$ cat config.mk
export PLATFORM = sky130hd
export DESIGN_NAME = axil_wr_buffer
export DESIGN_NICKNAME = d
export VERILOG_FILES = /design/src/rtl/axil_wr_buffer_pkg.sv /design/src/rtl/axil_wr_fifo.sv /design/src/rtl/axil_wr_buffer.sv
export SDC_FILE = /design/constraint.sdc
export NUM_CORES = 1
export LEC_CHECK = 0
export ABC_AREA = 1
export BUFFER_PORTS_ARGS = -buffer_cell sky130_fd_sc_hd__buf_2
export CAP_MARGIN = 20
export CORE_MARGIN = 8
export CORE_UTILIZATION = 52
export CTS_CLUSTER_DIAMETER = 120
export DETAILED_ROUTE_END_ITERATION = 10
export GPL_ROUTABILITY_DRIVEN = 0
export PLACE_DENSITY = 0.75
export REMOVE_ABC_BUFFERS = 1
export SYNTH_ARGS = -nofsm -noshare
export SYNTH_HDL_FRONTEND = slang
export SYNTH_SLANG_ARGS = --single-unit
$ cat constraint.sdc
create_clock -name clk -period 3.05 [get_ports clk]
set_clock_uncertainty 0.05 [all_clocks]
set_input_delay 0.915 -clock clk [delete_from_list [all_inputs] [get_ports clk]]
set_output_delay 0.915 -clock clk [all_outputs]
set_load 0.01 [all_outputs]
$ cat src/rtl/axil_wr_buffer_pkg.sv
// Shared helpers for the AXI4-Lite write buffer: outstanding-count arithmetic.
package axil_wr_buffer_pkg;

    // Widest outstanding counter ever needed (limit is at most 15).
    localparam int CNT_MAX_W = 4;

    // One step of an outstanding counter: +1 on issue, -1 on response,
    // unchanged when both happen, and never wraps below zero.
    function automatic logic [CNT_MAX_W-1:0] cnt_step(
        input logic [CNT_MAX_W-1:0] cnt,
        input logic                 inc,
        input logic                 dec
    );
        logic [CNT_MAX_W-1:0] r;
        r = cnt;
        if (inc && !dec) begin
            r = cnt + CNT_MAX_W'(1);
        end else if (dec && !inc && cnt != '0) begin
            r = cnt - CNT_MAX_W'(1);
        end
        return r;
    endfunction

endpackage

$ cat src/rtl/axil_wr_fifo.sv
// Generic synchronous FIFO with registered full/empty flags and a
// valid/ready output whose payload is held until it is popped.
// Both flags come out of reset set, so the FIFO neither accepts nor
// offers anything while rst is high.
module axil_wr_fifo #(
    parameter int WIDTH = 8,
    parameter int DEPTH = 4
) (
    input  logic             clk,
    input  logic             rst,
    input  logic [WIDTH-1:0] in_data,
    input  logic             in_valid,
    output logic             in_ready,
    output logic [WIDTH-1:0] out_data,
    output logic             out_valid,
    input  logic             out_ready
);

    localparam int PW = $clog2(DEPTH);
    localparam int CW = $clog2(DEPTH + 1);

    logic [WIDTH-1:0] mem [DEPTH];
    logic [PW-1:0]    wr_ptr;
    logic [PW-1:0]    rd_ptr;
    logic [CW-1:0]    count;
    logic [CW-1:0]    count_nxt;
    logic             full_q;
    logic             empty_q;
    logic             push;
    logic             pop;

    assign push      = in_valid && !full_q;
    assign pop       = out_ready && !empty_q;
    assign in_ready  = !full_q;
    assign out_valid = !empty_q;
    assign out_data  = mem[rd_ptr];

    // Occupancy after this cycle's push/pop; drives the registered flags.
    always_comb begin
        count_nxt = count;
        if (push && !pop) begin
            count_nxt = count + CW'(1);
        end else if (pop && !push) begin
            count_nxt = count - CW'(1);
        end
    end

    // Pointers, occupancy and flags; reset flushes everything.
    always_ff @(posedge clk) begin
        if (rst) begin
            wr_ptr  <= '0;
            rd_ptr  <= '0;
            count   <= '0;
            full_q  <= 1'b1;
            empty_q <= 1'b1;
        end else begin
            if (push) begin
                wr_ptr <= wr_ptr + PW'(1);
            end
            if (pop) begin
                rd_ptr <= rd_ptr + PW'(1);
            end
            count   <= count_nxt;
            full_q  <= (count_nxt == CW'(DEPTH));
            empty_q <= (count_nxt == '0);
        end
    end

    // Payload storage; contents are meaningless until flagged valid.
    always_ff @(posedge clk) begin
        if (push) begin
            mem[wr_ptr] <= in_data;
        end
    end

endmodule

$ cat src/rtl/axil_wr_buffer.sv
// AXI4-Lite write-path buffer: independent AW and W FIFOs, a bounded
// number of writes in flight downstream, and a 2-entry B skid buffer.
module axil_wr_buffer #(
    parameter int DATA_WIDTH      = 32,
    parameter int ADDR_WIDTH      = 32,
    parameter int STRB_WIDTH      = DATA_WIDTH / 8,
    parameter int AW_DEPTH        = 4,
    parameter int W_DEPTH         = 4,
    parameter int MAX_OUTSTANDING = 4,
    localparam int CNT_W          = $clog2(MAX_OUTSTANDING + 1)
) (
    input  logic                  clk,
    input  logic                  rst,
    input  logic [ADDR_WIDTH-1:0] s_axil_awaddr,
    input  logic [2:0]            s_axil_awprot,
    input  logic                  s_axil_awvalid,
    output logic                  s_axil_awready,
    input  logic [DATA_WIDTH-1:0] s_axil_wdata,
    input  logic [STRB_WIDTH-1:0] s_axil_wstrb,
    input  logic                  s_axil_wvalid,
    output logic                  s_axil_wready,
    output logic [1:0]            s_axil_bresp,
    output logic                  s_axil_bvalid,
    input  logic                  s_axil_bready,
    output logic [ADDR_WIDTH-1:0] m_axil_awaddr,
    output logic [2:0]            m_axil_awprot,
    output logic                  m_axil_awvalid,
    input  logic                  m_axil_awready,
    output logic [DATA_WIDTH-1:0] m_axil_wdata,
    output logic [STRB_WIDTH-1:0] m_axil_wstrb,
    output logic                  m_axil_wvalid,
    input  logic                  m_axil_wready,
    input  logic [1:0]            m_axil_bresp,
    input  logic                  m_axil_bvalid,
    output logic                  m_axil_bready,
    output logic [CNT_W-1:0]      outstanding,
    output logic                  b_unexpected
);

    import axil_wr_buffer_pkg::*;

    logic [CNT_W-1:0]               aw_cnt;
    logic [CNT_W-1:0]               w_cnt;
    logic                           aw_below;
    logic                           w_below;
    logic                           aw_fifo_valid;
    logic                           w_fifo_valid;
    logic [ADDR_WIDTH+2:0]          aw_fifo_data;
    logic [STRB_WIDTH+DATA_WIDTH-1:0] w_fifo_data;
    logic                           aw_hs;
    logic                           w_hs;
    logic                           b_hs;

    // Issue is gated only by registered state, never by a ready input, so
    // a raised valid cannot drop before its handshake.
    assign aw_below       = (aw_cnt < CNT_W'(MAX_OUTSTANDING));
    assign w_below        = (w_cnt < CNT_W'(MAX_OUTSTANDING));
    assign m_axil_awvalid = aw_fifo_valid && aw_below;
    assign m_axil_wvalid  = w_fifo_valid && w_below;
    assign aw_hs          = m_axil_awvalid && m_axil_awready;
    assign w_hs           = m_axil_wvalid && m_axil_wready;
    assign b_hs           = m_axil_bvalid && m_axil_bready;
    assign outstanding    = aw_cnt;

    assign {m_axil_awprot, m_axil_awaddr} = aw_fifo_data;
    assign {m_axil_wstrb, m_axil_wdata}   = w_fifo_data;

    axil_wr_fifo #(.WIDTH(ADDR_WIDTH + 3), .DEPTH(AW_DEPTH)) u_aw_fifo (
        .clk       (clk),
        .rst       (rst),
        .in_data   ({s_axil_awprot, s_axil_awaddr}),
        .in_valid  (s_axil_awvalid),
        .in_ready  (s_axil_awready),
        .out_data  (aw_fifo_data),
        .out_valid (aw_fifo_valid),
        .out_ready (m_axil_awready && aw_below)
    );

    axil_wr_fifo #(.WIDTH(STRB_WIDTH + DATA_WIDTH), .DEPTH(W_DEPTH)) u_w_fifo (
        .clk       (clk),
        .rst       (rst),
        .in_data   ({s_axil_wstrb, s_axil_wdata}),
        .in_valid  (s_axil_wvalid),
        .in_ready  (s_axil_wready),
        .out_data  (w_fifo_data),
        .out_valid (w_fifo_valid),
        .out_ready (m_axil_wready && w_below)
    );

    // Two entries let a response be taken every cycle with a registered ready.
    axil_wr_fifo #(.WIDTH(2), .DEPTH(2)) u_b_skid (
        .clk       (clk),
        .rst       (rst),
        .in_data   (m_axil_bresp),
        .in_valid  (m_axil_bvalid),
        .in_ready  (m_axil_bready),
        .out_data  (s_axil_bresp),
        .out_valid (s_axil_bvalid),
        .out_ready (s_axil_bready)
    );

    // Outstanding counters and the sticky flag for responses with nothing in flight.
    always_ff @(posedge clk) begin
        if (rst) begin
            aw_cnt       <= '0;
            w_cnt        <= '0;
            b_unexpected <= 1'b0;
        end else begin
            aw_cnt <= CNT_W'(cnt_step(CNT_MAX_W'(aw_cnt), aw_hs, b_hs));
            w_cnt  <= CNT_W'(cnt_step(CNT_MAX_W'(w_cnt), w_hs, b_hs));
            if (b_hs && aw_cnt == '0 && w_cnt == '0) begin
                b_unexpected <= 1'b1;
            end
        end
    end

endmodule

==> flow_metrics.tcl <==
set metrics [dict create \
    outcome "finished, final reports clean" \
    grt_max_degree 73 \
    cp_top_family "flip-flops" \
    dp.cells 1412 \
    cts_root_buf "clkbuf_16" \
    grt_use_total_pct 17.3 \
    yosysWarnings 0 \
    cp.required_ns 2.08 \
    netlist_area_um2 12500 \
    dpl.hpwl_um 16000 \
    worst_setup_path_end_kind "output pin" \
    seqPwrFrac_pct 46.0 \
    synth_cell_types 27 \
    fill_cells 1800 \
    die-area_um2 29200 \
    clk_pin_slew_ns 0.06 \
    intPower_mw 8.35 \
    fin_crit_ns 2.87 \
    cp_max_fo 72 \
    port_buffers 163 \
    drt_iter0_drc 566 \
    numCtsBuffers 31 \
    tightest_slew_ns 0.651 \
    rows 56 \
    wl_per_cell_um 17.7 \
    cap_violations 0 \
    use_met1_pct 22.5 \
    holdCritPathClass "register to register" \
    clock_path_buffers 3 \
    slew-limit-headroom_pct 56.6 \
    num_io_pins 164 \
    ctsHoldBuffers 0 \
    wirelength_um 26000 \
    syn_area_per_cell_um2 13.1 \
    instances_no_fill 1475 \
    htree_levels 1 \
    cts_tree "yes" \
    dr.pass1.iters 4 \
    worstPathCellList "inv_2 -> buf_12 -> o21ai_0 -> o22ai_1 -> buf_2" \
    die_width_um 171 \
    clockPowerShare_pct 33.9 \
    met2_usage_pct 29.7 \
    mostFrequentLayoutCells "288 x edfxtp_1, 165 x nor2_1, 163 x buf_2" \
    yosysSeqAreaShare_pct 75.1 \
    hold_viol_final 0 \
    crit_buf_inv 3 \
    core-area_um2 23500 \
    period_share_pct 93.9 \
    arrival_ns 1.90 \
    p_leak_nw 5.52 \
    vias 7917 \
    drive_gt1_share_pct 23.6 \
    final_antenna_net_count 0 \
    slew_violations 0 \
    swShare_pct 27.6 \
    grt_pass1_wl_um 40400 \
    fmax_ghz 0.349 \
    cts_setup_buffers 0 \
    die_y_um 171 \
    ir_drop_mv 0.478 \
    rsz0062_at_grt "false" \
    synth_seq_cells 324 \
    start_kind "register" \
    setup_viol 0 \
    p_per_area_nw_per_um2 776 \
    crit_type "register to output pin" \
    p_sw_mw 3.19 \
    cpMaxStageDelayCell "dfxtp_2" \
    grt_antenna_before_repair 4 \
    drc 0 \
    gr-total-overflow 0 \
    clock_sinks 324 \
    start_util_pct 53.0 \
    top_usage_layer "met2" \
    pwr-share-comb_pct 20.1 \
    final_nets 1221 \
    grtUsageMet3_pct 2.77 \
    whs_ns 0.426 \
    netlist_instances 955 \
    final_common_cell "edfxtp_1" \
    area_growth_pct 19.2 \
    critPathMaxStageDelay_ns 0.49 \
    grt_pass1_vias 7751 \
    clk_latency_ns 0.54 \
    vias_per_cell 5.37 \
]
worst register-to-register path, cell delays in order, from the launching register on:
cell and delay, ns:
dfxtp_1 0.33, inv_1 0.12, ha_1 0.16, inv_1 0.06, nor2_4 0.09, buf_4 0.48
timing repair:
item,4_1_cts,5_1_grt
resized for setup,0,1
setup endpoints to repair,0,1
endpoints found under the hold margin,0,0
per-stage QoR:
step / utilization [%] / setup slack [ns] / setup TNS [ns] / area (um^2) / total power [mW]
after floorplan: - / -0.331 / -22.08 / 12300 / 6.77
after global placement: 58.6 / 0.727 / 0 / 13800 / 7.67
after detailed placement: 58.6 / 0.692 / 0 / 13800 / 7.74
after CTS: 63.0 / 0.0845 / 0 / 14800 / 11.6
after global routing: 63.1 / 0.0318 / 0 / 14900 / 12.1
final: 63.1 / 0.185 / 0 / 14900 / 11.5
sequential cells by signal, indices dropped and copies added (netlist names), 3 cells and up, named ones only:
| name | cells |
|---|---|
| u_b_skid.mem | 4 |
| u_w_fifo.count | 3 |
| w_cnt | 3 |
| u_w_fifo.mem | 144 |
| u_aw_fifo.count | 3 |
| u_aw_fifo.mem | 140 |
| outstanding | 3 |
layout make-up:
type	count	area [um^2]	area share, %
Inverter	49	185	1.25
Clock buffer	49	913	6.15
Tap cell	319	399	2.69
Multi-Input combinational cell	535	2770	18.7
Timing Repair Buffer	185	1060	7.13
Antenna cell	6	15.0	0.101
Sequential cell	324	9370	63.1
Clock inverter	8	144	0.968
path summary, 6_finish.rpt:
kind / start / endpoint / slack [ns] / cells after the start
setup reg to reg: u_w_fifo.wr_ptr[0] / u_w_fifo.mem[0][12] / 1.39 / 5
setup / recovery: register / m_axil_wstrb[0] / 0.18 / 5
hold / removal: u_aw_fifo.rd_ptr[0] / u_aw_fifo.rd_ptr[0] / 0.43 / 1
hold reg to reg: u_aw_fifo.rd_ptr[0] / u_aw_fifo.rd_ptr[0] / 0.43 / 1
power by group through the flow:
| stage | sequential, mW | combinational, mW | clock (mW) |
|---|---|---|---|
| floorplan | 5.46 | 1.31 | 0 |
| global placement | 5.39 | 2.28 | 0 |
| detailed placement | 5.40 | 2.34 | 0 |
| CTS | 5.31 | 2.35 | 3.97 |
| global route | 5.34 | 2.59 | 4.15 |
| finish | 5.31 | 2.32 | 3.91 |
synthesized netlist by cell type, drive strengths merged:
library cell | number | share of area, %
a21oi | 15 | 0.60
buf | 16 | 0.69
clkbuf | 31 | 0.93
clkinv | 1 | 0.040
dfxtp | 36 | 5.8
edfxtp | 288 | 69
fa | 2 | 0.32
ha | 12 | 1.2
inv | 48 | 1.4
mux2 | 2 | 0.18
nand2 | 70 | 2.5
nand3 | 21 | 0.92
nand3b | 1 | 0.060
nand4 | 1 | 0.050
nor2 | 178 | 5.6
nor3 | 2 | 0.080
o21ai | 152 | 6.1
o22ai | 71 | 3.6
xor2 | 8 | 0.56
metal layers:
layer | share of wire [%] | vias to the layer above | wire length [um]
li1 | - | 3808 | -
met1 | 41 | 3838 | 10800
met2 | 50 | 230 | 13100
met3 | 6.4 | 41 | 1670
met4 | 2.0 | 0 | 513
met5 | 0 | - | 0
kinds of logic (layout without fill, tap and decap cells):
kind of cell / Yosys count / after routing / synth area share, %
DFF: 324 / 324 / 75.1
and+or+nand+nor: 273 / 273 / 9.22
AOI/OAI and AO/OA: 238 / 238 / 10.3
buffers and inverters: 96 / 291 / 3.11
adders and majority gates: 14 / 14 / 1.53
xor gates and xnor gates: 8 / 8 / 0.562
muxes: 2 / 2 / 0.181
other: 0 / 6 / 0
Note: power is estimated with default switching activity, not from simulation.
